===== src/rtl/insn_encoder_pkg.sv =====
// Shared CPU instruction-format package: field widths, encoder state encoding
// and the byte-packing helper used by the encoder and the instruction decoder.
package insn_encoder_pkg;

  localparam int OPCODE_W = 4;
  localparam int REG_W    = 3;
  localparam int IMM_W    = 4;
  localparam int INSN_W   = 8;

  typedef enum logic [2:0] {
    ST_IDLE  = 3'd0,
    ST_LOAD  = 3'd1,
    ST_DRAIN = 3'd2,
    ST_DONE  = 3'd3,
    ST_ERR   = 3'd4
  } enc_state_t;

  // Low nibble carries the immediate, or {util, reg} for register forms.
  function automatic logic [INSN_W-1:0] encode_insn(
    input logic [OPCODE_W-1:0] opcode,
    input logic                is_imm,
    input logic                util,
    input logic [REG_W-1:0]    rg,
    input logic [IMM_W-1:0]    imm
  );
    return is_imm ? {opcode, imm} : {opcode, util, rg};
  endfunction

endpackage


===== src/rtl/insn_fifo.sv =====
// Small register-based FIFO with synchronous clear; the head reads as zero
// when empty so downstream data is clean after reset or a flush.
module insn_fifo #(
  parameter int DEPTH = 4,
  parameter int WIDTH = 8
) (
  input  logic             clk,
  input  logic             rst,
  input  logic             clr,
  input  logic             push,
  input  logic             pop,
  input  logic [WIDTH-1:0] din,
  output logic [WIDTH-1:0] dout,
  output logic             full,
  output logic             empty
);

  localparam int PTR_W = $clog2(DEPTH);
  localparam int LVL_W = PTR_W + 1;

  logic [WIDTH-1:0] mem [DEPTH];
  logic [PTR_W-1:0] wr_ptr;
  logic [PTR_W-1:0] rd_ptr;
  logic [LVL_W-1:0] level;
  logic             do_push;
  logic             do_pop;

  assign full    = (level == LVL_W'(DEPTH));
  assign empty   = (level == '0);
  assign do_push = push && !full;
  assign do_pop  = pop && !empty;
  assign dout    = empty ? '0 : mem[rd_ptr];

  always_ff @(posedge clk) begin
    if (rst || clr) begin
      wr_ptr <= '0;
      rd_ptr <= '0;
      level  <= '0;
    end else begin
      if (do_push) wr_ptr <= wr_ptr + 1'b1;
      if (do_pop)  rd_ptr <= rd_ptr + 1'b1;
      case ({do_push, do_pop})
        2'b10:   level <= level + 1'b1;
        2'b01:   level <= level - 1'b1;
        default: level <= level;
      endcase
    end
  end

  // Storage needs no reset: it is only observed through dout while non-empty.
  always_ff @(posedge clk) begin
    if (do_push && !rst && !clr) mem[wr_ptr] <= din;
  end

endmodule


===== src/rtl/insn_encoder.sv =====
// Packs instruction fields into bytes, buffers them, and streams them into
// instruction memory from a session base address, stopping at the top of memory.
module insn_encoder
  import insn_encoder_pkg::*;
#(
  parameter int FIFO_DEPTH = 4,
  parameter int ADDR_W     = 8
) (
  input  logic                clk,
  input  logic                rst,
  input  logic                start,
  input  logic [ADDR_W-1:0]   base_addr,
  input  logic                in_valid,
  output logic                in_ready,
  input  logic [OPCODE_W-1:0] in_opcode,
  input  logic                in_is_imm,
  input  logic                in_util,
  input  logic [REG_W-1:0]    in_reg,
  input  logic [IMM_W-1:0]    in_imm,
  input  logic                finish,
  output logic                mem_we,
  input  logic                mem_ready,
  output logic [ADDR_W-1:0]   mem_addr,
  output logic [INSN_W-1:0]   mem_wdata,
  output logic                busy,
  output logic                done,
  output logic                overflow,
  output logic [ADDR_W:0]     count
);

  // state    | meaning
  // ST_IDLE  | after reset, waiting for start
  // ST_LOAD  | accepting beats and writing buffered bytes
  // ST_DRAIN | finish seen, writing out what is still buffered
  // ST_DONE  | session complete, waiting for next start
  // ST_ERR   | write hit the last address, buffer discarded

  enc_state_t        state;
  logic              fifo_full;
  logic              fifo_empty;
  logic              fifo_clr;
  logic              push;
  logic              pop;
  logic              start_ok;
  logic              wrap_hit;
  logic [INSN_W-1:0] enc_byte;

  assign enc_byte  = encode_insn(in_opcode, in_is_imm, in_util, in_reg, in_imm);
  assign in_ready  = (state == ST_LOAD) && !fifo_full;
  assign mem_we    = ((state == ST_LOAD) || (state == ST_DRAIN)) && !fifo_empty;
  assign push      = in_valid && in_ready;
  assign pop       = mem_we && mem_ready;
  assign start_ok  = start && ((state == ST_IDLE) || (state == ST_DONE) || (state == ST_ERR));
  assign wrap_hit  = pop && (mem_addr == '1);
  assign fifo_clr  = start_ok || wrap_hit;

  insn_fifo #(
    .DEPTH (FIFO_DEPTH),
    .WIDTH (INSN_W)
  ) u_fifo (
    .clk   (clk),
    .rst   (rst),
    .clr   (fifo_clr),
    .push  (push),
    .pop   (pop),
    .din   (enc_byte),
    .dout  (mem_wdata),
    .full  (fifo_full),
    .empty (fifo_empty)
  );

  always_ff @(posedge clk) begin
    if (rst) begin
      state    <= ST_IDLE;
      mem_addr <= '0;
      count    <= '0;
      overflow <= 1'b0;
      busy     <= 1'b0;
      done     <= 1'b0;
    end else begin
      // The write at the last address still counts, but the address holds.
      if (pop && !wrap_hit) mem_addr <= mem_addr + 1'b1;
      if (pop)              count    <= count + 1'b1;

      unique case (state)
        ST_IDLE, ST_DONE, ST_ERR: begin
          if (start) begin
            state    <= ST_LOAD;
            mem_addr <= base_addr;
            count    <= '0;
            overflow <= 1'b0;
            busy     <= 1'b1;
            done     <= 1'b0;
          end
        end
        ST_LOAD: begin
          if (wrap_hit) begin
            state    <= ST_ERR;
            overflow <= 1'b1;
            busy     <= 1'b0;
          end else if (finish) begin
            state <= ST_DRAIN;
          end
        end
        ST_DRAIN: begin
          if (wrap_hit) begin
            state    <= ST_ERR;
            overflow <= 1'b1;
            busy     <= 1'b0;
          end else if (fifo_empty) begin
            state <= ST_DONE;
            busy  <= 1'b0;
            done  <= 1'b1;
          end
        end
        default: begin
          state <= ST_IDLE;
          busy  <= 1'b0;
          done  <= 1'b0;
        end
      endcase
    end
  end

endmodule


===== config.mk =====
export PLATFORM = sky130hd
export DESIGN_NAME = insn_encoder
export DESIGN_NICKNAME = d
export VERILOG_FILES = /design/src/rtl/insn_encoder_pkg.sv /design/src/rtl/insn_fifo.sv /design/src/rtl/insn_encoder.sv
export SDC_FILE = /design/constraint.sdc
export NUM_CORES = 1
export LEC_CHECK = 0
export ABC_AREA = 1
export BUFFER_PORTS_ARGS = -buffer_cell sky130_fd_sc_hd__buf_4
export CAP_MARGIN = 15
export CORE_MARGIN = 10
export CORE_UTILIZATION = 45
export CTS_CLUSTER_DIAMETER = 120
export CTS_CLUSTER_SIZE = 12
export DETAILED_ROUTE_END_ITERATION = 10
export HOLD_SLACK_MARGIN = 0.02
export PLACE_DENSITY = 0.67
export SETUP_SLACK_MARGIN = 0.3
export SYNTH_ARGS = -nofsm -noshare
export SYNTH_HDL_FRONTEND = slang
export SYNTH_SLANG_ARGS = --single-unit

===== constraint.sdc =====
create_clock -name clk -period 2.9 [get_ports clk]
set_input_delay 0.58 -clock clk [delete_from_list [all_inputs] [get_ports clk]]
set_output_delay 0.58 -clock clk [all_outputs]
set_load 0.01 [all_outputs]

* After elaboration in Yosys (flattened, before gate mapping)
Memory sizes are Yosys's and may differ from the RTL's. A register that Yosys moved wholly into a read port is not among the register bits.
Cells that the tools add are included.
** Word-level totals
- Register bits after elaboration :: 30
- Latch bits :: 0
- Bits in writable memories :: 32
- Bits in read-only memories :: 0
- Bits of input ports :: 27
- Output and inout bits :: 30
- Word-level logic and storage cells :: 93
- Memories kept :: 1
** Cells by class
- Add/subtract/negate cells :: 6
- $mul :: 0
- Div/mod/pow operators :: 0
- Magnitude comparators :: 0
- Equality and inequality tests :: 15
- Shift operators :: 0
- Multiplexer cells :: 30
- Bitwise operators :: 1
- Reduce and logical (&&, ||, !) cells :: 31
** Memories
- u_fifo.mem :: words 4, width 8, read ports 1, clocked after Yosys merged registers in 1, write ports 1, RTL line insn_fifo.sv:21 : logic [WIDTH-1:0] mem [DEPTH];
** Operators by type and width (count)
- 8-bit two-way mux :: 4
- 9-bit two-way mux :: 3
- 3-bit two-way mux :: 5
- 1-bit logical AND :: 11
- 1-bit two-way mux :: 10
- 9-bit by 1-bit adder with 9-bit output, second input constant :: 1
- 3-bit case mux with 3 select lines :: 1
- 3-bit AND reduction :: 3
- 8-bit by 1-bit adder with 8-bit output, second input constant :: 1
- 8-bit == test, second input constant :: 1
- 3-bit by 2-bit == test with 1-bit output, second input constant :: 2
- 3-bit == test, second input constant :: 2
- 3-bit logical NOT :: 2
- 2-bit inequality test, second input constant :: 3
- 1-bit case mux with 3 select lines :: 2
- 3-bit case mux with 2 select lines :: 1
- 1-bit logical NOT :: 5
- 1-bit logical OR :: 5
- 2-bit by 1-bit adder with 2-bit output, second input constant :: 2
- 2-bit two-way mux :: 2
- 4-bit two-way mux :: 1
- 2-bit by 1-bit inequality test with 1-bit output, second input constant :: 2
- 4-bit AND reduction :: 1
- 2-bit nonzero test :: 2
- other kinds (11) :: 11

* Depth between registers and ports, before layout
- Depth after elaboration :: 10
- Gate-level depth with buffers :: 13
- Gate-level depth less buffers :: 12

* Hierarchy
Synthesis repeated with hierarchy kept, for this count alone.
** Unflattened totals
- Cell total of the unflattened synthesis :: 372
- Area, all modules :: 3251.9 µm²
** By module, submodules not included
- insn_fifo :: instances 1, cells an instance 170, area an instance 1808.0 µm²
- insn_encoder :: instances 1, cells an instance 202, area an instance 1443.9 µm²

* Worst setup path after synthesis
OpenSTA, ideal clock, no wires.
- Path type :: register to register
- Start :: register state[2]
- End :: register u_fifo.level[1]
- Arrival time :: 1.940 ns
- Data required time :: 2.834 ns
- Setup slack :: 0.894 ns
- Cell stages (with the launch flop) :: 11
- Path buffers :: 0
- Clock period less this slack :: 2.006 ns
- Cells stage by stage :: dfxtp_1 > inv_1 > nand3_2 > a31oi_1 > nand2_1 > ha_1 > inv_1 > fa_1 > nor2_1 > a21oi_1 > nor2_1
** RTL lines
- start: declaration :: RTL line insn_encoder.sv:38 : enc_state_t state;
- start signal: assignment :: RTL line insn_encoder.sv:74 : state <= ST_IDLE;
- start signal: assignment :: RTL line insn_encoder.sv:88 : state <= ST_LOAD;
- start signal: assignment :: RTL line insn_encoder.sv:98 : state <= ST_ERR;
- 3-bit by 1-bit == test with 1-bit output (*) :: RTL line insn_encoder.sv:49 : assign in_ready = (state == ST_LOAD) && !fifo_full;
- 1-bit logical AND (*) :: RTL line insn_encoder.sv:49
- net in_ready :: RTL line insn_encoder.sv:14 : output logic in_ready,
- 1-bit logical AND (*) :: RTL line insn_encoder.sv:51 : assign push = in_valid && in_ready;
- 1-bit logical AND (*) :: RTL line insn_fifo.sv:30 : assign do_push = push && !full;
- 2-bit by 1-bit == test with 1-bit output or 2-bit == test (tied branches) :: RTL line insn_fifo.sv:42 : case ({do_push, do_pop})
- 3-bit case mux with 2 select lines or 2-bit nonzero test (tied branches)
- end signal: assignment :: RTL line insn_fifo.sv:43 : 2'b10: level <= level + 1'b1;
- end signal: assignment :: RTL line insn_fifo.sv:44 : 2'b01: level <= level - 1'b1;
- end signal: assignment :: RTL line insn_fifo.sv:45 : default: level <= level;
- end: declaration :: RTL line insn_fifo.sv:24 : logic [LVL_W-1:0] level;
The timed path passes the listed nets; every way through them passes the cells marked *.
A chain may end at the register's enable or synchronous reset.

==> impl_metrics.csv <==
group,metric,value,unit
setup_path,crit_required,2.32,ns
placement,place_area,3640,sq um
synth,synth_nets,382,
setup_path,critPathTopFamily,"flip-flops",
final_layout,fillers,610,
synth,yosysWarningCount,0,
route,top_layer_used,"met4",
synth,yosysMostFrequentCell,"nor2_1",
pwr,swShare,0.319,
final_layout,area_growth,24.5,%
timing,setup_viol,0,
die,core_area,6720,sq um
placement,dp_hpwl,5200,um
setup_path,path_max_fanout,17,
final_layout,instances_no_fill,500,
synth,ys.flop_type,"edfxtp_1",
die,initial_core_util,0.460,
pwr,p_clk_frac,0.301,
route,drc,0,
route,drtPass1Iterations,4,
synth,syn_area,3090,sq um
outcome,outcome,"finished, final reports clean",
placement,dp_cells,484,
run,cap_violations,0,
route,vias,2494,
synth,netlist.area_leader.share,0.311,
pwr,power_switching,0.855,mW
route,viasPerCell,4.99,
synth,synthTopCellsByArea,"edfxtp_1, dfxtp_1, nor2_1",
die,dieArea,10600,sq um
clocking,cts_root_buffer,"clkbuf_8",
setup_path,arrival,1.80,ns
clocking,hold_buffers,0,
clocking,clkTransAtPathRegs,0.07,ns
timing,relSlewSlack,0.577,
synth,synth_cell_type_count,40,
final_layout,layout.nets,450,
setup_path,critPathLaunchType,"register",
pwr,cellPowerDensity,698,nW/um^2
route,wl_per_cell,13.8,um
route,drt-met1-wl,3060,um
clocking,clkLatencyLatePin,0.33,ns
timing,slew_violations,0,
setup_path,path_cells,"inv_2 -> o21ai_0 -> a21oi_1 -> buf_4",
placement,dp_slack,0.714,ns
final_layout,diodes,0,
timing,fin_crit,2.38,ns
setup_path,critPathMaxStageDelay,0.72,ns
clocking,cts_resized,0,
synth,yosys.area.top_type,"edfxtp_1",
global_route,grt_pass1_vias,2477,
global_route,overflow,0,
pwr,finalPower,2.69,mW
die,die_h,103,um
setup_path,slowest_stage,"dfxtp_1",
pwr,p_leak,1.70,nW
timing,rsz0062_at_grt,"no",
pwr,intPower,1.83,mW
timing,max_freq,0.419,GHz
global_route,grt_pass1_wl,11400,um
pwr,ir_worst_vdd,416,uV
setup_path,path_buf_inv,2,
timing,tightest_slew,0.634,ns
synth,ys_seq_area_frac,0.518,
synth,ys_ff_latch,64,
clocking,cts_tree,"done",
route,postRouteAntennaNets,0,
timing,fin_crit_sh,0.822,
route,routed_wl,6880,um
pwr,p_seq_frac,0.421,
timing,timing.hold.ws,0.419,ns
final_layout,final_layout_size_suffix_gt1_frac,0.243,
route,route.met2.wl,3330,um
timing,fin_ws,0.515,ns
global_route,antenna_found_initial,0,
die,rows,30,
timing,tns,0,ns
global_route,grt_max_degree,18,
worst_hold_path,hold_class,"primary input to register",
route,drtIter0Drc,83,
synth,syn_inst,347,
clocking,cts.sink_count,64,
clocking,htreeDepth,3,
timing,skew,0.00806,ns
synth,synth_edf_count,32,
route,met3_length,395,um
synth,netlist_top_cells_count,"nor2_1, nand2_1, inv_1, dfxtp_1, edfxtp_1",
die,die_w,103,um
clocking,cts_setup_buffers,0,
clocking,cts_buffer_depth,2,
clocking,cts_buffers,9,
synth,async_flop_share,0,
placement,port_buffers,56,
setup_path,critical_path_class,"register to output pin",
setup_path,r2r_setup_slack,0.70,ns
timing,hold_violations,0,
final_layout,final_util,0.573,
die,boundaryPins,57,
synth,syn_avg_cell_area,8.91,sq um
placement,gp_congestion,0.866,
final_layout,final_cell_area,3850,sq um
pwr,comb_power_share,0.277,
setup_path,worstSetupEndpointType,"output pin",
global_route,grt_use_total,0.137,
==> placed cells by master, fill, tap and decap left out, types with 3 or more instances in the layout <==
| cell | n |
|---|---|
| buf_4 | 66 |
| nor2_1 | 61 |
| nand2_1 | 49 |
| inv_1 | 45 |
| dfxtp_1 | 32 |
| edfxtp_1 | 32 |
| o21ai_0 | 26 |
| a21oi_1 | 16 |
| nand3_1 | 12 |
| clkbuf_8 | 9 |
| xor2_1 | 8 |
| nand4_1 | 7 |
| ha_1 | 7 |
| nand3_2 | 5 |
| o21ai_1 | 5 |
| mux2_2 | 4 |
| a31oi_1 | 3 |
==> power groups by stage <==
| stage | Clock (mW) | Combinational (mW) | Sequential [mW] |
|---|---|---|---|
| CTS | 0.828 | 0.756 | 1.13 |
| finish | 0.809 | 0.745 | 1.13 |
| floorplan | 0 | 0.459 | 1.15 |
| global placement | 0 | 0.740 | 1.14 |
| detailed placement | 0 | 0.752 | 1.15 |
| global route | 0.872 | 0.844 | 1.14 |
==> state kept, by name, indices dropped and copies added, names as in the netlist, named ones only <==
| signal | flops |
|---|---|
| u_fifo.mem | 32 |
| count | 9 |
| mem_addr | 8 |
| state | 3 |
| u_fifo.level | 3 |
| u_fifo.rd_ptr | 2 |
| u_fifo.wr_ptr | 2 |
| busy | 1 |
| done | 1 |
| overflow | 1 |
==> path summary, 6_finish.rpt <==
check	end	startpoint	cells after the start
setup / recovery	mem_wdata[2]	register	4
hold / removal	busy	rst	2
setup reg to reg	u_fifo.level[2]	state[1]	12
hold reg to reg	busy	busy	2
==> cell families after synthesis <==
kind of cell	share of synthesized area
compound gates	0.0988
xor+xnor	0.0283
fa+ha+maj	0.0348
buf+inv	0.0741
flops	0.518
mux	0.0146
simple gates	0.231
==> per-layer routing <==
layer  GRT usage  vias to the layer above
met5           0                        -
met4      0.0556                        0
met3      0.0422                       10
met2       0.221                       55
met1       0.166                     1150
li1            -                     1279
==> final cells by class <==
cell class | count | area [sq um] | area share
Inverter | 48 | 180 | 0.0468
Clock inverter | 6 | 83.8 | 0.0218
Clock buffer | 10 | 128 | 0.0332
Multi-Input combinational cell | 226 | 1260 | 0.327
Sequential cell | 64 | 1600 | 0.416
Timing Repair Buffer | 66 | 495 | 0.129
Tap cell | 80 | 100 | 0.0260
Note: power is estimated with default switching activity, not from simulation.
